<file path="src/rtl/multicycle_control_pkg.sv">
// Shared multicycle CPU definitions: state codes, opcodes,
// ALU op encodings and the control-word bundle.
package multicycle_control_pkg;

  typedef enum logic [3:0] {
    S_FETCH   = 4'd0,
    S_DECODE  = 4'd1,
    S_MEMADDR = 4'd2,
    S_MEMRD   = 4'd3,
    S_MEMWB   = 4'd4,
    S_MEMWR   = 4'd5,
    S_REXEC   = 4'd6,
    S_RWB     = 4'd7,
    S_BRANCH  = 4'd8,
    S_JUMP    = 4'd9,
    S_IEXEC   = 4'd10,
    S_IWB     = 4'd11
  } state_t;

  localparam logic [5:0] OP_RTYPE = 6'b000000;
  localparam logic [5:0] OP_LW    = 6'b100011;
  localparam logic [5:0] OP_SW    = 6'b101011;
  localparam logic [5:0] OP_BEQ   = 6'b000100;
  localparam logic [5:0] OP_J     = 6'b000010;
  localparam logic [5:0] OP_ADDI  = 6'b001000;
  localparam logic [5:0] OP_ANDI  = 6'b001100;

  localparam logic [1:0] ALU_ADD   = 2'b00;
  localparam logic [1:0] ALU_SUB   = 2'b01;
  localparam logic [1:0] ALU_FUNCT = 2'b10;
  localparam logic [1:0] ALU_IMM   = 2'b11;

  localparam logic [1:0] SRCB_B     = 2'b00;
  localparam logic [1:0] SRCB_FOUR  = 2'b01;
  localparam logic [1:0] SRCB_IMM   = 2'b10;
  localparam logic [1:0] SRCB_IMMSH = 2'b11;

  localparam logic [1:0] PC_ALU    = 2'b00;
  localparam logic [1:0] PC_ALUOUT = 2'b01;
  localparam logic [1:0] PC_JUMP   = 2'b10;

  typedef struct packed {
    logic       pc_write;
    logic       pc_write_cond;
    logic       iord;
    logic       mem_read;
    logic       mem_write;
    logic       ir_write;
    logic       mem_to_reg;
    logic       reg_dst;
    logic       reg_write;
    logic       alu_src_a;
    logic [1:0] alu_src_b;
    logic [1:0] alu_op;
    logic [1:0] pc_source;
    logic       illegal;
  } ctrl_t;

  function automatic logic is_legal(input logic [5:0] op);
    return (op == OP_RTYPE) || (op == OP_LW) ||
           (op == OP_SW) || (op == OP_BEQ) ||
           (op == OP_J) || (op == OP_ADDI) ||
           (op == OP_ANDI);
  endfunction

endpackage

</file>
<file path="src/rtl/multicycle_control.sv">
// Main control FSM of the multicycle CPU: sequences
// fetch/decode/execute/memory/write-back one instruction at a time.
module multicycle_control
  import multicycle_control_pkg::*;
(
  input  logic       clk,
  input  logic       rst,
  input  logic [5:0] opcode,
  input  logic       zero,
  input  logic       memReady,
  output logic       pcWrite,
  output logic       pcWriteCond,
  output logic       iorD,
  output logic       memRead,
  output logic       memWrite,
  output logic       irWrite,
  output logic       memToReg,
  output logic       regDst,
  output logic       regWrite,
  output logic       aluSrcA,
  output logic [1:0] aluSrcB,
  output logic [1:0] aluOp,
  output logic [1:0] pcSource,
  output logic       illegal,
  output logic [3:0] state
);

  state_t cur;
  state_t nxt;
  ctrl_t  c;
  ctrl_t  g;

  // zero is combined with pcWriteCond in the PC load logic
  logic unused_zero;
  assign unused_zero = zero;

  always_ff @(posedge clk or posedge rst) begin
    if (rst) cur <= S_FETCH;
    else     cur <= nxt;
  end

  always_comb begin
    nxt = S_FETCH;
    case (cur)
      S_FETCH:   nxt = memReady ? S_DECODE : S_FETCH;
      S_DECODE: begin
        unique case (1'b1)
          (opcode == OP_RTYPE):
            nxt = S_REXEC;
          (opcode == OP_LW) || (opcode == OP_SW):
            nxt = S_MEMADDR;
          (opcode == OP_BEQ):
            nxt = S_BRANCH;
          (opcode == OP_J):
            nxt = S_JUMP;
          (opcode == OP_ADDI) || (opcode == OP_ANDI):
            nxt = S_IEXEC;
          default:
            nxt = S_FETCH;
        endcase
      end
      S_MEMADDR: nxt = (opcode == OP_LW) ? S_MEMRD : S_MEMWR;
      S_MEMRD:   nxt = memReady ? S_MEMWB : S_MEMRD;
      S_MEMWB:   nxt = S_FETCH;
      S_MEMWR:   nxt = memReady ? S_FETCH : S_MEMWR;
      S_REXEC:   nxt = S_RWB;
      S_RWB:     nxt = S_FETCH;
      S_BRANCH:  nxt = S_FETCH;
      S_JUMP:    nxt = S_FETCH;
      S_IEXEC:   nxt = S_IWB;
      S_IWB:     nxt = S_FETCH;
      default:   nxt = S_FETCH;
    endcase
  end

  always_comb begin
    c = '0;
    case (cur)
      S_FETCH: begin
        c.mem_read  = 1'b1;
        c.alu_src_b = SRCB_FOUR;
        c.ir_write  = memReady;
        c.pc_write  = memReady;
      end
      S_DECODE: begin
        c.alu_src_b = SRCB_IMMSH;
        c.illegal   = !is_legal(opcode);
      end
      S_MEMADDR: begin
        c.alu_src_a = 1'b1;
        c.alu_src_b = SRCB_IMM;
      end
      S_MEMRD: begin
        c.mem_read = 1'b1;
        c.iord     = 1'b1;
      end
      S_MEMWB: begin
        c.reg_write  = 1'b1;
        c.mem_to_reg = 1'b1;
      end
      S_MEMWR: begin
        c.mem_write = 1'b1;
        c.iord      = 1'b1;
      end
      S_REXEC: begin
        c.alu_src_a = 1'b1;
        c.alu_op    = ALU_FUNCT;
      end
      S_RWB: begin
        c.reg_write = 1'b1;
        c.reg_dst   = 1'b1;
      end
      S_BRANCH: begin
        c.alu_src_a     = 1'b1;
        c.alu_op        = ALU_SUB;
        c.pc_write_cond = 1'b1;
        c.pc_source     = PC_ALUOUT;
      end
      S_JUMP: begin
        c.pc_write  = 1'b1;
        c.pc_source = PC_JUMP;
      end
      S_IEXEC: begin
        c.alu_src_a = 1'b1;
        c.alu_src_b = SRCB_IMM;
        c.alu_op    = (opcode == OP_ANDI) ? ALU_IMM : ALU_ADD;
      end
      S_IWB:     c.reg_write = 1'b1;
      default:   c = '0;
    endcase
  end

  // Reset masks everything, so no fetch strobe is issued under reset
  assign g     = rst ? '0 : c;
  assign state = rst ? 4'd0 : cur;

  assign pcWrite     = g.pc_write;
  assign pcWriteCond = g.pc_write_cond;
  assign iorD        = g.iord;
  assign memRead     = g.mem_read;
  assign memWrite    = g.mem_write;
  assign irWrite     = g.ir_write;
  assign memToReg    = g.mem_to_reg;
  assign regDst      = g.reg_dst;
  assign regWrite    = g.reg_write;
  assign aluSrcA     = g.alu_src_a;
  assign aluSrcB     = g.alu_src_b;
  assign aluOp       = g.alu_op;
  assign pcSource    = g.pc_source;
  assign illegal     = g.illegal;

endmodule

</file>
<file path="config.mk">
export PLATFORM = sky130hd
export DESIGN_NAME = multicycle_control
export DESIGN_NICKNAME = d
export VERILOG_FILES = /design/src/rtl/multicycle_control_pkg.sv /design/src/rtl/multicycle_control.sv
export SDC_FILE = /design/constraint.sdc
export NUM_CORES = 1
export LEC_CHECK = 0
export ABC_CLOCK_PERIOD_IN_PS = 1800
export CORE_AREA = 2 2 54 56
export DETAILED_ROUTE_END_ITERATION = 7
export DIE_AREA = 0 0 56 58
export RECOVER_POWER = 25
export SLEW_MARGIN = 40
export SYNTH_ARGS = -nofsm -noshare
export SYNTH_HDL_FRONTEND = slang
export SYNTH_SLANG_ARGS = --single-unit
</file>
<file path="constraint.sdc">
create_clock -name clk -period 1.8 [get_ports clk]
set_input_delay 0.36 -clock clk [delete_from_list [all_inputs] [get_ports clk]]
set_output_delay 0.36 -clock clk [all_outputs]
set_load 0.01 [all_outputs]
</file>
==> impl_metrics.tcl <==
set metrics [dict create \
    numCtsBuffers 3 \
    drive_gt1_share_pct 56.6 \
    syn_to_final_growth_pct 109 \
    largest_register "cur" \
    synth_seq_area_share_pct 15.5 \
    drv_slew 0 \
    critical_path_required_ns 1.44 \
    largest_register_ffs 4 \
    yosys_warnings 0 \
    grt_overflow_total 0 \
    tightest_slew_ns 0.325 \
    die_area_um2 3250 \
    cap_violations 0 \
    clk_pin_slew_worst_paths_ns 0.04 \
    multi_input_area_um2 608 \
    clk_latency_ns 0.24 \
    rsz0062_at_grt "yes" \
    vias 949 \
    ir_drop_mv 0.294 \
    ios 31 \
    powerDensity_nw_per_um2 479 \
    cp.arrival_ns 1.59 \
    antenna_found_initial 0 \
    postSynthAreaPerCell_um2 7.41 \
    dpl.hpwl_um 1660 \
    io_buffers 29 \
    seqPwrFrac_pct 16.3 \
    finalCriticalPeriod_ns 1.95 \
    r2r_cells 6 \
    crit_path_end_kind "primary output" \
    use_met3_pct 1.79 \
    use_met1_pct 18.6 \
    pwr-share-comb_pct 66.4 \
    largestRegisters "cur (4)" \
    grt_usage_pct 16.7 \
    grt_most_used_layer "met2" \
    grt_first_pass_wirelength_um 4280 \
    ant_nets 0 \
    synth_cell_types 40 \
    final_area_um2 1350 \
    syn_inst 87 \
    slew_headroom_pct 78.0 \
    min_path_type "primary input to asynchronous set/reset pin" \
    fin_crit_sh_pct 108 \
    drt_wl_total_um 2710 \
    synth-edff-count 0 \
    dieWidth_um 56 \
    path_class "register to primary output" \
    regArea_um2 100 \
    die_height_um 58 \
    path_max_fanout 3 \
    power_mw 0.645 \
    p_leak_nw 0.630 \
    p_clk_share_pct 17.4 \
    initial_core_util_pct 24.2 \
    final_common_cell "buf_4" \
    synth_nets 97 \
    final_cell_mix "32 x buf_4, 15 x buf_2, 12 x buf_6" \
    status "complete, but fails checks" \
    setup_ws_ns -0.153 \
    ys_ff_latch 4 \
    async_reset_ff_share_pct 100 \
    drt-initial-drc-count 20 \
    drc_errors 0 \
    place_congestion 0.769 \
    syn_area_um2 644 \
    cts_tree "yes" \
    std_cell_rows 19 \
    finalHoldViolCount 0 \
    wire_per_inst_um 14.8 \
    violations "negative setup slack" \
    setup_viol 4 \
    nFillCells 272 \
    grt_pass1_vias 977 \
    startpoint "cur[3]" \
    htree_levels 1 \
    finClkSkew_ns 0.00577 \
    worstReg2RegEnd "cur[1]" \
    first_pass_iters 4 \
    rr_startpoint "cur[0]" \
    swShare_pct 36.9 \
    cts-root-buf "clkbuf_4" \
    antenna_cells 0 \
    grt_max_degree 22 \
    fmax_ghz 0.512 \
    clockBufferDepth 2 \
    viasPerCell 5.19 \
    synth_ff_type "dfrtp_1" \
    use_met2_pct 32.4 \
    nets 164 \
    p_int_mw 0.407 \
    p_switching_mw 0.238 \
    dpl_cell_area_um2 1130 \
    numClockSinks 4 \
    reg2reg_slack_ns 0.12 \
    critPathLaunchType "register" \
    core_um2 2660 \
]
per-layer routing:
metal / routed length, um / up-vias
li1: - / 463
met4: 57 / 0
met2: 1500 / 19
met3: 77 / 6
met5: 0 / -
met1: 1080 / 461
synthesized netlist by cell type, types with 2 or more instances:
cell / instances / share of area (%)
or4_1: 2 / 2.3
and3_1: 2 / 1.9
or3_1: 2 / 1.9
buf_2: 5 / 3.9
a21oi_1: 3 / 2.3
o311ai_1: 2 / 2.7
o21ai_0: 2 / 1.6
dfrtp_1: 4 / 16
nor2b_1: 6 / 5.8
xnor2_1: 2 / 2.7
nor2_1: 3 / 1.7
nand2_1: 4 / 2.3
nor4_1: 5 / 4.9
clkbuf_1: 3 / 1.7
a211oi_1: 2 / 2.3
inv_1: 4 / 2.3
nand2b_1: 2 / 1.9
nor3b_1: 2 / 2.3
nor3_1: 8 / 6.2
nand3_1: 4 / 3.1
logic make-up (layout without fill, tap and decap cells):
logic type,Yosys count,after routing,synth area share [%]
xor+xnor,2,2,2.72
compound gates,19,19,22.9
flops,4,4,15.5
buf+inv,14,79,10.9
simple gates,48,48,48.0
worst max-delay path: stages (launching register included):
cell	delay [ns]
dfrtp_1	0.38
or4b_4	0.56
nor4b_4	0.25
buf_2	0.16
layout make-up:
type                            instances  area share [%]
Multi-Input combinational cell         69            45.1
Tap cell                               31            2.88
Timing Repair Buffer                   72            41.8
Inverter                                4            1.11
Sequential cell                         4            7.42
Clock buffer                            3            1.67
worst max path at each step:
stage	endpoint	depth (start not counted)
CTS	illegal	3
global placement	aluOp[0]	5
floorplan	pcSource[0]	4
detailed placement	aluOp[0]	5
finish	illegal	3
global route	illegal	3
stage by stage:
stage	setup TNS, ns	utilization (%)	hold WS [ns]	worst slack, ns	std cells
6_report	-0.395	50.7	0.375	-0.153	183
3_5_place_dp	-9.33	42.6	0.730	-0.883	165
3_3_place_gp	-9.27	42.6	0.734	-0.810	165
2_1_floorplan	0	-	0.140	0.0778	87
5_1_grt	-1.06	50.7	0.410	-0.213	183
4_1_cts	-0.400	48.7	0.305	-0.174	183
power by group through the flow:
stage                     logic [mW]  clock network [mW]  registers, mW
after floorplan                0.164                   0          0.103
after global placement         0.320                   0          0.103
after detailed placement       0.324                   0          0.103
after CTS                      0.385               0.119          0.104
after global routing           0.458               0.125          0.106
final                          0.428               0.112          0.105
what timing repair did:
action / CTS / global route
endpoints found under the setup margin: 22 / 14
hold buffers: 0 / 0
buffers inserted: 15 / 0
pin swaps: 11 / 6
resized for setup: 108 / 18
(Power assumes the default switching activity.)
==> variant: new RTL, config.mk and constraints unchanged <==
Make the reset (`rst`) synchronous in one clocked block.
--- a/src/rtl/multicycle_control.sv
+++ b/src/rtl/multicycle_control.sv
@@ -36,3 +36,3 @@
 
-  always_ff @(posedge clk or posedge rst) begin
+  always_ff @(posedge clk) begin
     if (rst) cur <= S_FETCH;
Behaviour: no difference found for any inputs over 10 cycles, from zero or initial values and one cycle with rst high; that may be too few to reach the edited logic, so the function may still have changed.
==> variant against the original RTL <==
The run still ends with negative setup slack left. Clock skew down 5.7 ps. Wire length down 9.1%. Fmax up 2.6%. Register-to-register slack worse by 30 ps. Worst setup slack better by 50 ps. Sequential share of layout area down 1.0 points. Sequential cell count unchanged. Synthesized area up 1.6%. Final area up 1.9%. Hold slack better by 250 ps.
Power is not compared: it rests on default switching activity, and its combinational part moved more than twofold at a synthesized area within 25%.
==> variant: results (changes against the original RTL) <==
Synth Instances=97 (+11%); Tot GR Track Use=0.1487 (-0.01824); Final HPWL DP=1746 microns (+5.4%); placed cells=179 (+8.5%); area of the multi-input gates=649.4 sq um (+6.8%); status=finished with violations; hold_ws=626.4 ps (+251.1 ps); sequential area share after synthesis=0.1224 (-0.03297); WP data arrival=1540 ps (-50 ps); met2 usage=0.2924 (-0.03193); worst min-delay path class=input pin to flip-flop; TNS Setup=-182.2 ps (+213.0 ps); Inverters, non-clock=3 (-1); Reg2Reg Capture Point=cur[0]; Critical Path Source=cur[1]; Area after DPL=1184 sq um (+4.3%); Reg clk slew, reported paths=40 ps (about the same); share of cells above drive strength 1=0.5633 (-0.002498); metal3 WL=145 microns (+88%); Synth top cells by count=nor2_1 (11), clkbuf_1 (8), nor2b_1 (6), nor3_1 (6); met1 usage in global routing=0.1694 (-0.01642); worst setup path end=aluOp[1]; fin cells=189 (+3.3%); wl on met1=1033 microns (-4.1%); Post-layout nets=170 (+3.7%); vias=973 (+2.5%); post-synthesis cell type count=39 (-2.5%); FF+latch area=87.58 sq um (-13%); Layout non-clock buf frac=0.4107 (-0.007622); Seq. pwr=0.0926 mW; violated checks=negative setup slack; DR WL/cell=13.03 microns (-12%); Final setup viols=2 (-2); worst hold start=rst; Final WS setup=-103.2 ps (+49.66 ps); GPL Wtd Cong=0.8284 (+7.7%); multi-input combinational cell count=79 (+14%); skew final=0.1214 ps (-5.652 ps); Pwr Total=between 0.3 and 0.4 mW; relative slew slack=0.7115 (-0.06834); Synth Net Count=107 (+10%); WL met2=1258 microns (-16%); Finished Cell Area=1374 sq um (+1.9%); filler cell count=274 (+0.74%); GRT met3 Usage=0.02679 (+0.008929); Clk Latency, worst-skew pair=230 ps; first-pass GRT wire length=3946 microns (-7.9%); peak fanout along the critical path=2 (-1); clock-cell share of area=0.01639 (-0.0003042); count of plain and timing-repair buffers in the layout=69 (-4.2%); largest net degree at the start of global routing=19 (-14%); DP Worst Slack=-785.7 ps (+97.62 ps); vias in the first global route=909 (-7.0%)
[variant: cell count changes after synthesis, moves of 2 or more]
cell and change:
and4_1 +2, nor2_1 +8, dfrtp_1 -4, buf_2 -4, dfxtp_1 +4, a32oi_1 +2
a21oi_1 +2, nor3_1 -2, xnor2_1 -2, a2111oi_0 +3, clkbuf_1 +5, xor2_1 +2
[variant: cells by family (layout without fill, tap and decap cells)]
group,count (synthesis),in the layout,share of synthesized area
buffers and inverters,14,75,0.09942
AOI/OAI and AO/OA,20,20,0.2142
DFF,4,4,0.1224
and+or+nand+nor,57,57,0.5373
xor gates and xnor gates,2,2,0.02677
[variant: worst max-delay path: stages, from the launching register on]
cell      delay, ps
dfxtp_2         320
nor2b_4         150
nand4_1         160
or3_1           350
a211oi_2        180
buf_2           160
[variant: repair_timing]
item                                    in CTS  in global routing
hold endpoints to repair                     0                  0
buffers inserted                             5                  1
cloned                                       1                  0
pin swaps                                   11                  8
endpoints found under the setup margin      21                 16
resized for setup                          104                 19
